$ cat src/rtl/mem_port_arbiter.sv
// Arbitrates a single-port fixed-latency memory between instruction fetch and data access.
// Optional performance counters are built when ARB_PERF_EN is defined.
module mem_port_arbiter #(
   parameter int ADDR_WIDTH   = 32,
   parameter int DATA_WIDTH   = 32,
   parameter int MEM_LATENCY  = 2,
   parameter int STARVE_LIMIT = 4
) (
   input  logic                  clk,
   input  logic                  rst_n,
   input  logic                  inst_ren,
   input  logic [ADDR_WIDTH-1:0] inst_addr,
   output logic [DATA_WIDTH-1:0] inst_data,
   output logic                  inst_ready,
   input  logic                  mem_ren,
   input  logic                  mem_wen,
   input  logic [ADDR_WIDTH-1:0] mem_addr,
   input  logic [DATA_WIDTH-1:0] mem_dout,
   output logic [DATA_WIDTH-1:0] mem_din,
   output logic                  data_ready,
   output logic                  stall_if,
   output logic                  stall_mem,
   output logic                  ram_en,
   output logic                  ram_we,
   output logic [ADDR_WIDTH-1:0] ram_addr,
   output logic [DATA_WIDTH-1:0] ram_wdata,
   input  logic [DATA_WIDTH-1:0] ram_rdata,
   output logic [31:0]           perf_inst_cnt,
   output logic [31:0]           perf_data_cnt,
   output logic [31:0]           perf_stall_cnt
);

   typedef enum logic [1:0] {S_IDLE, S_ISSUE, S_WAIT, S_RESP} state_t;

   localparam logic [3:0] LAT_M1     = 4'(MEM_LATENCY - 1);
   localparam logic [3:0] STARVE_MAX = 4'(STARVE_LIMIT);

   state_t                state_q, state_d;
   logic                  owner_inst_q, owner_inst_d;
   logic                  op_we_q, op_we_d;
   logic                  abort_q, abort_d;
   logic [3:0]            wait_cnt_q, wait_cnt_d;
   logic [3:0]            starve_cnt_q, starve_cnt_d;
   logic                  ram_en_q, ram_en_d;
   logic                  ram_we_q, ram_we_d;
   logic [ADDR_WIDTH-1:0] ram_addr_q, ram_addr_d;
   logic [DATA_WIDTH-1:0] ram_wdata_q, ram_wdata_d;
   logic [DATA_WIDTH-1:0] inst_data_q, inst_data_d;
   logic [DATA_WIDTH-1:0] mem_din_q, mem_din_d;
   logic                  inst_ready_q, inst_ready_d;
   logic                  data_ready_q, data_ready_d;
   logic                  grant_inst, grant_data;
   logic                  data_req, owner_req;

   assign data_req  = mem_ren | mem_wen;
   assign owner_req = owner_inst_q ? inst_ren : data_req;

   always_comb begin
      state_d      = state_q;
      owner_inst_d = owner_inst_q;
      op_we_d      = op_we_q;
      abort_d      = abort_q;
      wait_cnt_d   = wait_cnt_q;
      starve_cnt_d = starve_cnt_q;
      ram_en_d     = 1'b0;
      ram_we_d     = 1'b0;
      ram_addr_d   = ram_addr_q;
      ram_wdata_d  = ram_wdata_q;
      inst_data_d  = inst_data_q;
      mem_din_d    = mem_din_q;
      inst_ready_d = 1'b0;
      data_ready_d = 1'b0;
      grant_inst   = 1'b0;
      grant_data   = 1'b0;

      case (state_q)
         S_IDLE: begin
            if (data_req && (starve_cnt_q < STARVE_MAX)) begin
               grant_data = 1'b1;
            end else if (inst_ren) begin
               grant_inst = 1'b1;
            end else begin
               state_d = S_IDLE;
            end
            if (grant_data || grant_inst) begin
               state_d      = S_ISSUE;
               owner_inst_d = grant_inst;
               op_we_d      = grant_data & mem_wen;
               abort_d      = 1'b0;
               ram_en_d     = 1'b1;
               ram_we_d     = grant_data & mem_wen;
               ram_addr_d   = grant_inst ? inst_addr : mem_addr;
               ram_wdata_d  = grant_data ? mem_dout : ram_wdata_q;
            end else begin
               ram_en_d = 1'b0;
            end
         end
         S_ISSUE: begin
            wait_cnt_d = LAT_M1;
            state_d    = S_WAIT;
            abort_d    = abort_q | ~owner_req;
         end
         S_WAIT: begin
            abort_d = abort_q | ~owner_req;
            if (wait_cnt_q == 4'd0) begin
               // A dropped request still completes, but its ready pulse is withheld.
               if (!op_we_q && owner_inst_q) begin
                  inst_data_d = ram_rdata;
               end else if (!op_we_q) begin
                  mem_din_d = ram_rdata;
               end else begin
                  mem_din_d = mem_din_q;
               end
               inst_ready_d = owner_inst_q & owner_req & ~abort_q;
               data_ready_d = ~owner_inst_q & owner_req & ~abort_q;
               state_d      = S_RESP;
            end else begin
               wait_cnt_d = wait_cnt_q - 4'd1;
            end
         end
         S_RESP: begin
            state_d = S_IDLE;
         end
         default: begin
            state_d = S_IDLE;
         end
      endcase

      if (!inst_ren) begin
         starve_cnt_d = 4'd0;
      end else if (grant_data) begin
         starve_cnt_d = (starve_cnt_q < STARVE_MAX) ? starve_cnt_q + 4'd1 : STARVE_MAX;
      end else if (grant_inst) begin
         starve_cnt_d = 4'd0;
      end else begin
         starve_cnt_d = starve_cnt_q;
      end
   end

   always_ff @(posedge clk or negedge rst_n) begin
      if (!rst_n) begin
         state_q      <= S_IDLE;
         owner_inst_q <= 1'b0;
         op_we_q      <= 1'b0;
         abort_q      <= 1'b0;
         wait_cnt_q   <= 4'd0;
         starve_cnt_q <= 4'd0;
         ram_en_q     <= 1'b0;
         ram_we_q     <= 1'b0;
         ram_addr_q   <= '0;
         ram_wdata_q  <= '0;
         inst_data_q  <= '0;
         mem_din_q    <= '0;
         inst_ready_q <= 1'b0;
         data_ready_q <= 1'b0;
      end else begin
         state_q      <= state_d;
         owner_inst_q <= owner_inst_d;
         op_we_q      <= op_we_d;
         abort_q      <= abort_d;
         wait_cnt_q   <= wait_cnt_d;
         starve_cnt_q <= starve_cnt_d;
         ram_en_q     <= ram_en_d;
         ram_we_q     <= ram_we_d;
         ram_addr_q   <= ram_addr_d;
         ram_wdata_q  <= ram_wdata_d;
         inst_data_q  <= inst_data_d;
         mem_din_q    <= mem_din_d;
         inst_ready_q <= inst_ready_d;
         data_ready_q <= data_ready_d;
      end
   end

   assign inst_data  = inst_data_q;
   assign inst_ready = inst_ready_q;
   assign mem_din    = mem_din_q;
   assign data_ready = data_ready_q;
   assign ram_en     = ram_en_q;
   assign ram_we     = ram_we_q;
   assign ram_addr   = ram_addr_q;
   assign ram_wdata  = ram_wdata_q;
   assign stall_if   = inst_ren & ~inst_ready_q;
   assign stall_mem  = data_req & ~data_ready_q;

`ifdef ARB_PERF_EN
   logic [31:0] perf_inst_q, perf_inst_d;
   logic [31:0] perf_data_q, perf_data_d;
   logic [31:0] perf_stall_q, perf_stall_d;

   always_comb begin
      perf_inst_d  = perf_inst_q + {31'd0, grant_inst};
      perf_data_d  = perf_data_q + {31'd0, grant_data};
      perf_stall_d = perf_stall_q + {31'd0, (stall_if | stall_mem)};
   end

   always_ff @(posedge clk or negedge rst_n) begin
      if (!rst_n) begin
         perf_inst_q  <= 32'd0;
         perf_data_q  <= 32'd0;
         perf_stall_q <= 32'd0;
      end else begin
         perf_inst_q  <= perf_inst_d;
         perf_data_q  <= perf_data_d;
         perf_stall_q <= perf_stall_d;
      end
   end

   assign perf_inst_cnt  = perf_inst_q;
   assign perf_data_cnt  = perf_data_q;
   assign perf_stall_cnt = perf_stall_q;
`else
   assign perf_inst_cnt  = 32'd0;
   assign perf_data_cnt  = 32'd0;
   assign perf_stall_cnt = 32'd0;
`endif

endmodule
$ cat config.mk
export PLATFORM = sky130hd
export DESIGN_NAME = mem_port_arbiter
export DESIGN_NICKNAME = d
export VERILOG_FILES = /design/src/rtl/mem_port_arbiter.sv
export SDC_FILE = /design/constraint.sdc
export NUM_CORES = 1
export LEC_CHECK = 0
export BUFFER_PORTS_ARGS = -buffer_cell sky130_fd_sc_hd__buf_2
export CORE_AREA = 2 2 142 144
export DETAILED_ROUTE_END_ITERATION = 16
export DIE_AREA = 0 0 144 146
export PLACE_DENSITY = 0.63
export SLEW_MARGIN = 20
export SYNTH_ARGS = -nofsm -noshare
export SYNTH_HDL_FRONTEND = slang
export SYNTH_SLANG_ARGS = --single-unit
$ cat constraint.sdc
create_clock -name clk -period 5.7 [get_ports clk]
set_input_delay 0.57 -clock clk [delete_from_list [all_inputs] [get_ports clk]]
set_output_delay 0.57 -clock clk [all_outputs]
set_load 0.03 [all_outputs]
# Word level (Yosys, flattened, before mapping)
# Cells that the tools add are included.
# W data, S select, Z words.
# word_totals
register_bits,145
inputBits,133
out_inout_bits,230
wordCells,88
# op_classes
n_addsub,2
n_lt_le_gt_ge,1
eq_ne,9
muxes,30
bitwise_logic,16
reduce_logical,16
# ops
operator,count
$mux W32,1
$mux W4,5
$mux W1,17
$reduce_and A3 Y1,3
$mux W2,4
$pmux W2 S4,1
$pmux W4 S2,1
$and A1 B1 Y1,7
$not A1 Y1,7
$ne A2 B2 Y1 const B,3
$ne A3 B3 Y1 const B,2
$reduce_and A2 Y1,3
$add A4 B1 Y4 const B,1
$eq A2 B2 Y1 const B,2
$logic_not A4 Y1,1
$lt A4 B3 Y1 const B,1
$reduce_and A4 Y1,1
$reduce_bool A2 Y1,2
$sub A4 B1 Y4 const B,1
$ne A3 B1 Y1 const B,1
$eq A2 B1 Y1 const B,1
$logic_and A1 B1 Y1,2
$logic_not A2 Y1,1
$or A1 B1 Y1,2
4 further kinds,4

# Logic depth before layout (Yosys ltp)
# Gate-level depths: netlist of the first run.
# depth
ltp_word,8
mapped_depth,7
depth_no_buf,6

# Worst setup path before layout of the first run
# OpenSTA, ideal clock, no wires.
# synth_timing
kind,register to register
start,register state_q[0]
end,"register mem_din_q[10], in the netlist mem_din[10]"
setup_time_ps,125
arrival_ps,1733
required_ps,5575
path_slack_ps,3842
path_stages_with_launch,7
path_buffers,1
period_less_slack_ps,1858
path_cell_list,dfrtp_1 inv_1 ha_1 nand4bb_1 nor3_2 buf_4 mux2_2
# synth_between
elab_chain_cells,2
# synth_lines
element,line_no,text
from (decl),38,"state_t state_q, state_d;"
from (signal assigned),157,state_q <= state_d;
$eq A2 B2 Y1,76,case (state_q)
$reduce_and A4 Y1 (no line),-,
to (signal assigned),168,mem_din_q <= mem_din_d;
to (decl),49,"logic [DATA_WIDTH-1:0] mem_din_q, mem_din_d;"
# No other way between the ends.
# A chain may end at the register's enable or synchronous reset.

# Worst setup path in the final report of the first run
# layout_timing
start,register state_q[0]
end,"register mem_din_q[30], in the netlist mem_din[30]"
# Same word-level chain as after synthesis.

==> out/summary.txt, run 1 <==
CTS clk-pin slew, worst paths - 0.07 ns
Final Cycle Share - 0.390
flops & latches, synth - 145
Final #Nets - 900
Worst Tran Pin Value - 0.946 ns
CTS Buf Count - 17
Starting Density - 0.335
register area share after synthesis - 0.560
Buffers on Ports - 266
M1 GR Usage - 0.172
most frequent cells in the layout - 265 x buf_2, 145 x dfrtp_1, 98 x mux2_2
PwrDens - 655 mW/mm^2
setup violators final - 0
GR Layer Usage met3 - 0.0550
worst hold path class - input port to asynchronous set/reset pin
Synth Area in Simple Gates - 0.0262
worst setup path class - flop to flop
Critical Path Fanout Max - 32
LEAKAGE - 0.00412 uW
Routed Wire Length - 15600 microns
combinational share of power - 0.471
Post-DRT Antenna Nets - 0
post-synth cell types - 34
root buffer cell - clkbuf_16
mux cell area share after synthesis - 0.172
GRT Residual Overflow - 0
Synth Area in Compound Gates - 0.0955
initial antenna violation count - 2
max_slew headroom - 0.368
Max Clk Rate - 450 MHz
num ports - 363
yosys warns - 0
reported net switching power - 2410 uW
Critical Path End Type - flop
post-synthesis cell count - 494
Final Max Tran Viols - 0
setup TNS - 0 ns
vias per cell - 4.43
routability cong. - 0.751
Max VDD drop - 0.000327 V
latest clock arrival within the worst-skew pair - 0.42 ns
initial DRC count - 88
status - completed
CTS sink count - 145
CTS HTree Levels - 4
ys async rst share - 1.00
ratio of cells with drive above 1 in the final layout - 0.526
routed vias - 4612
hold_buf cts - 0
Core ar. - 0.0193 sq mm
largest family of logic cells by synthesized area - multiplexers
RSZ-0062 raised after global routing - no
hpwl dp - 11300 microns
area delta synth->final - 28.2%
clock skew - 0.0135 ns
sequential share of power - 0.328
commonest non-fill, non-tap cell in the layout - buf_2
first-pass GRT wire length - 24600 microns
DRC Markers - 0
Die H - 146 microns
vias in the first global route - 4694
Die Wd - 144 microns
Post-synth EDFFs - 0
Critical Path RT - 6.00 ns
Place WS - 3.14 ns
worst path arrival time - 2.52 ns
Sw Share - 0.444
Startpoint Class - flop
Clk network pwr share - 0.201
Overall Global Routing Usage - 0.150
drt pass-1 iters - 4
Post-Syn Area per Cell - 13.1 sq um
CTS max path bufs - 2
routing usage on met2 - 0.251
CTS tree - done
largest net degree at the start of global routing - 85
final worst path period need - 2.22 ns
drt wl/cell - 15.0 microns
mapped cell area - 0.00648 sq mm
row count - 51
# Post-CTS Setup Buffers - 0
Max Cap Viol - 0
Synth Area in Adders - 0.0116
final hold viol count - 0
Synth Area in XOR/XNOR - 0
GRT Max-Usage Layer - met2
Die ar. - 0.0210 sq mm
Main synth FF type - dfrtp_1
post-CTS sizing - 0
Cell Int Power - 3030 uW
setup slack after layout - 3.48 ns
==> layer usage <==
layer | vias to the layer above | routed length [microns]
li1 | 2109 | -
met1 | 2264 | 6160
met2 | 216 | 7760
met3 | 23 | 1410
met4 | 0 | 306
met5 | - | 0
==> critical path, stage by stage, from the launching register on <==
cell	delay [ns]
dfrtp_1	0.39
inv_1	0.11
ha_1	0.29
nand4bb_1	0.30
nor3_4	0.18
buf_4	0.42
mux2_2	0.39
==> layout make-up <==
| cell class | instances | area (sq um) |
|---|---|---|
| repair buffers | 273 | 1390 |
| clock buffers | 18 | 439 |
| diodes | 2 | 5.00 |
| multi-input cells | 317 | 2350 |
| well taps | 265 | 332 |
| flip-flops and latches | 145 | 3630 |
| inverters | 7 | 26.3 |
| fillers | 1844 | 11000 |
| clock inverters | 14 | 139 |
==> synth_stat cells (2+ instances only) <==
master | instances | area, sq um
a21oi_1 | 5 | 25.0
a2bb2oi_1 | 32 | 280
a31oi_1 | 2 | 12.5
buf_2 | 10 | 50.1
buf_4 | 102 | 766
clkbuf_1 | 7 | 26.3
dfrtp_1 | 145 | 3630
ha_1 | 6 | 75.1
inv_1 | 6 | 22.5
mux2_2 | 98 | 1100
nand2_1 | 9 | 33.8
nand2b_1 | 3 | 18.8
nand3_1 | 3 | 15.0
nor2_1 | 5 | 18.8
nor3_2 | 2 | 20.0
nor3b_1 | 2 | 15.0
o21ai_0 | 8 | 40.0
o22ai_1 | 32 | 200
o31ai_1 | 2 | 15.0
==> final timing paths <==
path | startpoint | end | slack, ns | depth (start not counted)
max | state_q[0] | mem_din[30] | 3.48 | 6
min | rst_n | mem_din[9] | 0.17 | 1
max reg2reg | state_q[0] | mem_din[30] | 3.48 | 6
min reg2reg | inst_data[21] | inst_data[21] | 0.50 | 1
max in group asynchronous | rst_n | starve_cnt_q[3] | 4.23 | 2
min in group clk | mem_dout[13] | ram_wdata[13] | 0.37 | 2
==> registers in the layout, indices dropped and copies added, names as in the netlist <==
register,cells
abort_q,1
data_ready,1
inst_data,32
inst_ready,1
mem_din,32
op_we_q,1
owner_inst_q,1
ram_addr,32
ram_en,1
ram_wdata,32
ram_we,1
starve_cnt_q,4
state_q,2
wait_cnt_q,4
==> stage by stage <==
stage	area (sq um)	total power, uW	std cells	hold slack (ns)	utilization
after floorplan	6840	3680	589	0.274	-
after global placement	7730	4350	1007	0.483	0.400
after detailed placement	7730	4400	1007	0.488	0.400
after CTS	8310	5510	1039	0.201	0.430
after global routing	8310	5750	1041	0.227	0.430
final	8310	5440	1041	0.173	0.430
==> cells by family (layout without fill, tap and decap cells) <==
kind of cell / count (synthesis) / in the layout
compound gates: 85 / 85
simple gates: 31 / 31
other cells: 1 / 98
mux: 99 / 99
flops: 145 / 145
fa+ha+maj: 6 / 6
buf+inv: 127 / 312
==> power by group through the flow <==
stage | clock network [uW] | logic (uW) | registers (uW)
global placement | 0 | 2560 | 1780
detailed placement | 0 | 2600 | 1800
finish | 1090 | 2560 | 1790
floorplan | 0 | 964 | 2710
global route | 1170 | 2720 | 1860
CTS | 1130 | 2600 | 1790
No activity file was read; power rests on OpenSTA's default activity.
==> inputs of run 2 (changes only) <==
--- a/config.mk
+++ b/config.mk
@@ -5,11 +5,12 @@
 export SDC_FILE = /design/constraint.sdc
 export NUM_CORES = 1
 export LEC_CHECK = 0
+export ABC_AREA = 1
 export BUFFER_PORTS_ARGS = -buffer_cell sky130_fd_sc_hd__buf_2
-export CORE_AREA = 2 2 142 144
+export CORE_AREA = 2 2 140 142
 export DETAILED_ROUTE_END_ITERATION = 16
-export DIE_AREA = 0 0 144 146
-export PLACE_DENSITY = 0.63
+export DIE_AREA = 0 0 142 144
+export PLACE_DENSITY = 0.73
 export SLEW_MARGIN = 20
 export SYNTH_ARGS = -nofsm -noshare
 export SYNTH_HDL_FRONTEND = slang
==> constraint.sdc (replaced) <==
create_clock -name clk -period 1.8 [get_ports clk]
set_input_delay 0.18 -clock clk [delete_from_list [all_inputs] [get_ports clk]]
set_output_delay 0.18 -clock clk [all_outputs]
set_load 0.03 [all_outputs]
==> run 2 against run 1 <==
Total power increased to 3.3 times the previous value. Critical path depth grew 2. Sequential power rose to 3.2 times the previous value. Setup slack lost 3.3 ns. Global-route usage up 3.1 points. Combinational power grew to 3.5 times the previous value. Largest cell class unchanged.
==> out/summary.txt, run 2 <==
r2r setup slk - 0.17 ns
Cell Int Power - 9410 uW
DRC Markers - 0
Critical Path Fanout Max - 41
combinational share of power - 0.494
Core ar. - 0.0191 sq mm
Reg-to-Reg End - inst_data[9]
area occupied by multi-input gates - 0.00272 sq mm
post-synth top area cell - dfrtp_1
placed insts - 1376
synth cell count leaders - 281 x nand2_1, 145 x dfrtp_1, 137 x nand3_1
RSZ-0062 raised after global routing - no
Hold Path End - inst_data[20]
clock skew - 0.00829 ns
non-filler cells, final - 1441
first-pass GRT wire length - 29200 microns
setup TNS - 0 ns
root buffer cell - clkbuf_16
Post-Syn Area per Cell - 8.33 sq um
ranking of synthesized cells by area - dfrtp_1 49%, nand2_1 14%, buf_4 10%
Buffers on Ports - 266
hpwl dp - 13400 microns
Die ar. - 0.0204 sq mm
Max VDD drop - 0.000629 V
status - completed
mapped cell area - 0.00743 sq mm
CTS Buf Count - 17
CTS sink count - 145
post-synthesis cell count - 892
ratio of cells with drive above 1 in the final layout - 0.308
setup violators final - 0
worst path arrival time - 1.97 ns
latest clock arrival within the worst-skew pair - 0.41 ns
final hold viol count - 0
Starting Density - 0.389
Overall Global Routing Usage - 0.180
Critical Path RT - 2.13 ns
initial DRC count - 262
CTS tree - done
Startpoint Class - flop
cells on worst reg2reg path - 8
Clk network pwr share - 0.189
ys async rst share - 1.00
Sw Share - 0.477
CTS max path bufs - 2
flops & latches, synth - 145
reported net switching power - 8580 uW
worst setup path class - flop to flop
yosys warns - 0
fillers - 1813
Main synth FF type - dfrtp_1
Post-DRT Antenna Nets - 0
commonest non-fill, non-tap cell in the layout - nand2_1
GRT Residual Overflow - 0
most frequent cells in the layout - 281 x nand2_1, 265 x buf_2, 145 x dfrtp_1
CTS clk-pin slew, worst paths - 0.06 ns
LEAKAGE - 0.00565 uW
CTS HTree Levels - 4
Die Wd - 142 microns
vias per cell - 4.46
Max Clk Rate - 612 MHz
FF/Latch Area - 0.00363 sq mm
diodes inserted - 0
worst hold path class - input port to flop
routability cong. - 0.829
largest net degree at the start of global routing - 48
sequential share of power - 0.317
Final Cycle Share - 0.908
num ports - 363
cell with the most instances after synthesis - nand2_1
Post-synth EDFFs - 0
Die H - 144 microns
Critical Path End Type - flop
area delta synth->final - 28.8%
Final Max Tran Viols - 0
Yosys top cell area share - 0.488
Final #Nets - 1330
total power draw - 18000 uW
PwrDens - 1880 mW/mm^2
register area share after synthesis - 0.488
drt wl/cell - 12.9 microns
drt pass-1 iters - 4
routed vias - 6426
reg2reg start - wait_cnt_q[0]
Routed Wire Length - 18600 microns
row count - 51
Worst Hold Depth - 3
post-synth cell types - 27
end-of-flow core utilization - 0.502
vias in the first global route - 6124
worst hold path startpoint - ram_rdata[20]
final worst path period need - 1.63 ns
Max Cap Viol - 0
initial antenna violation count - 0
run 2: worst max path at each step:
stage	end	slack (ns)	start
6_report	inst_data[9]	0.17	wait_cnt_q[0]
5_1_grt	inst_data[4]	0.04	wait_cnt_q[0]
4_1_cts	mem_din[25]	0.10	state_q[0]
3_5_place_dp	mem_din[23]	0.11	state_q[0]
3_3_place_gp	inst_data[4]	0.21	wait_cnt_q[0]
2_1_floorplan	mem_din[10]	0.36	state_q[0]
run 2: critical path, stage by stage (launching register included):
cell	delay (ns)
dfrtp_1	0.39
inv_1	0.10
ha_2	0.22
nand2_2	0.07
nor2_4	0.12
nand3_4	0.15
buf_12	0.22
buf_4	0.17
o21ai_2	0.10
run 2: repair_timing:
action                     in CTS  in global routing
gates resized for setup         0                  2
buffers inserted                0                  0
hold endpoints to repair       63                  0
hold buffers                   34                  0
setup endpoints to repair       0                 16
run 2: cells by family after synthesis:
logic type	after synthesis	synth area share
adders and majority gates	6	0.0101
buffers and inverters	253	0.194
and+or+nand+nor	446	0.262
xor gates and xnor gates	1	0.00118
other	1	0.000505
AOI/OAI and AO/OA	39	0.0424
muxes	1	0.00135
DFF	145	0.488
run 2: per-layer routing:
metal / global-route usage / wire length (microns)
met1: 0.220 / 7510
met2: 0.311 / 9450
met3: 0.0427 / 1200
met4: 0.0684 / 403
met5: 0 / 0
run 2: layout make-up:
cell class / instances / share of cell area
well taps: 238 / 0.0311
flip-flops and latches: 145 / 0.379
inverters: 116 / 0.0455
repair buffers: 322 / 0.200
multi-input cells: 589 / 0.284
clock inverters: 12 / 0.0144
clock buffers: 19 / 0.0452
run 2: through the flow:
stage / area (sq um) / hold WS (ns) / setup WS, ns
2_1_floorplan: 7780 / -0.116 / 0.360
3_3_place_gp: 8650 / 0.104 / 0.210
3_5_place_dp: 8650 / 0.104 / 0.112
4_1_cts: 9570 / 0.00296 / 0.101
5_1_grt: 9570 / 0.00599 / 0.0356
6_report: 9570 / 0.0271 / 0.166
run 2: power by group through the flow:
| stage | clock (uW) | sequential [uW] | combinational (uW) |
|---|---|---|---|
| CTS | 3500 | 5700 | 8970 |
| floorplan | 0 | 8500 | 3570 |
| global route | 3630 | 5870 | 9740 |
| detailed placement | 0 | 5710 | 8900 |
| global placement | 0 | 5700 | 8720 |
| finish | 3400 | 5700 | 8890 |
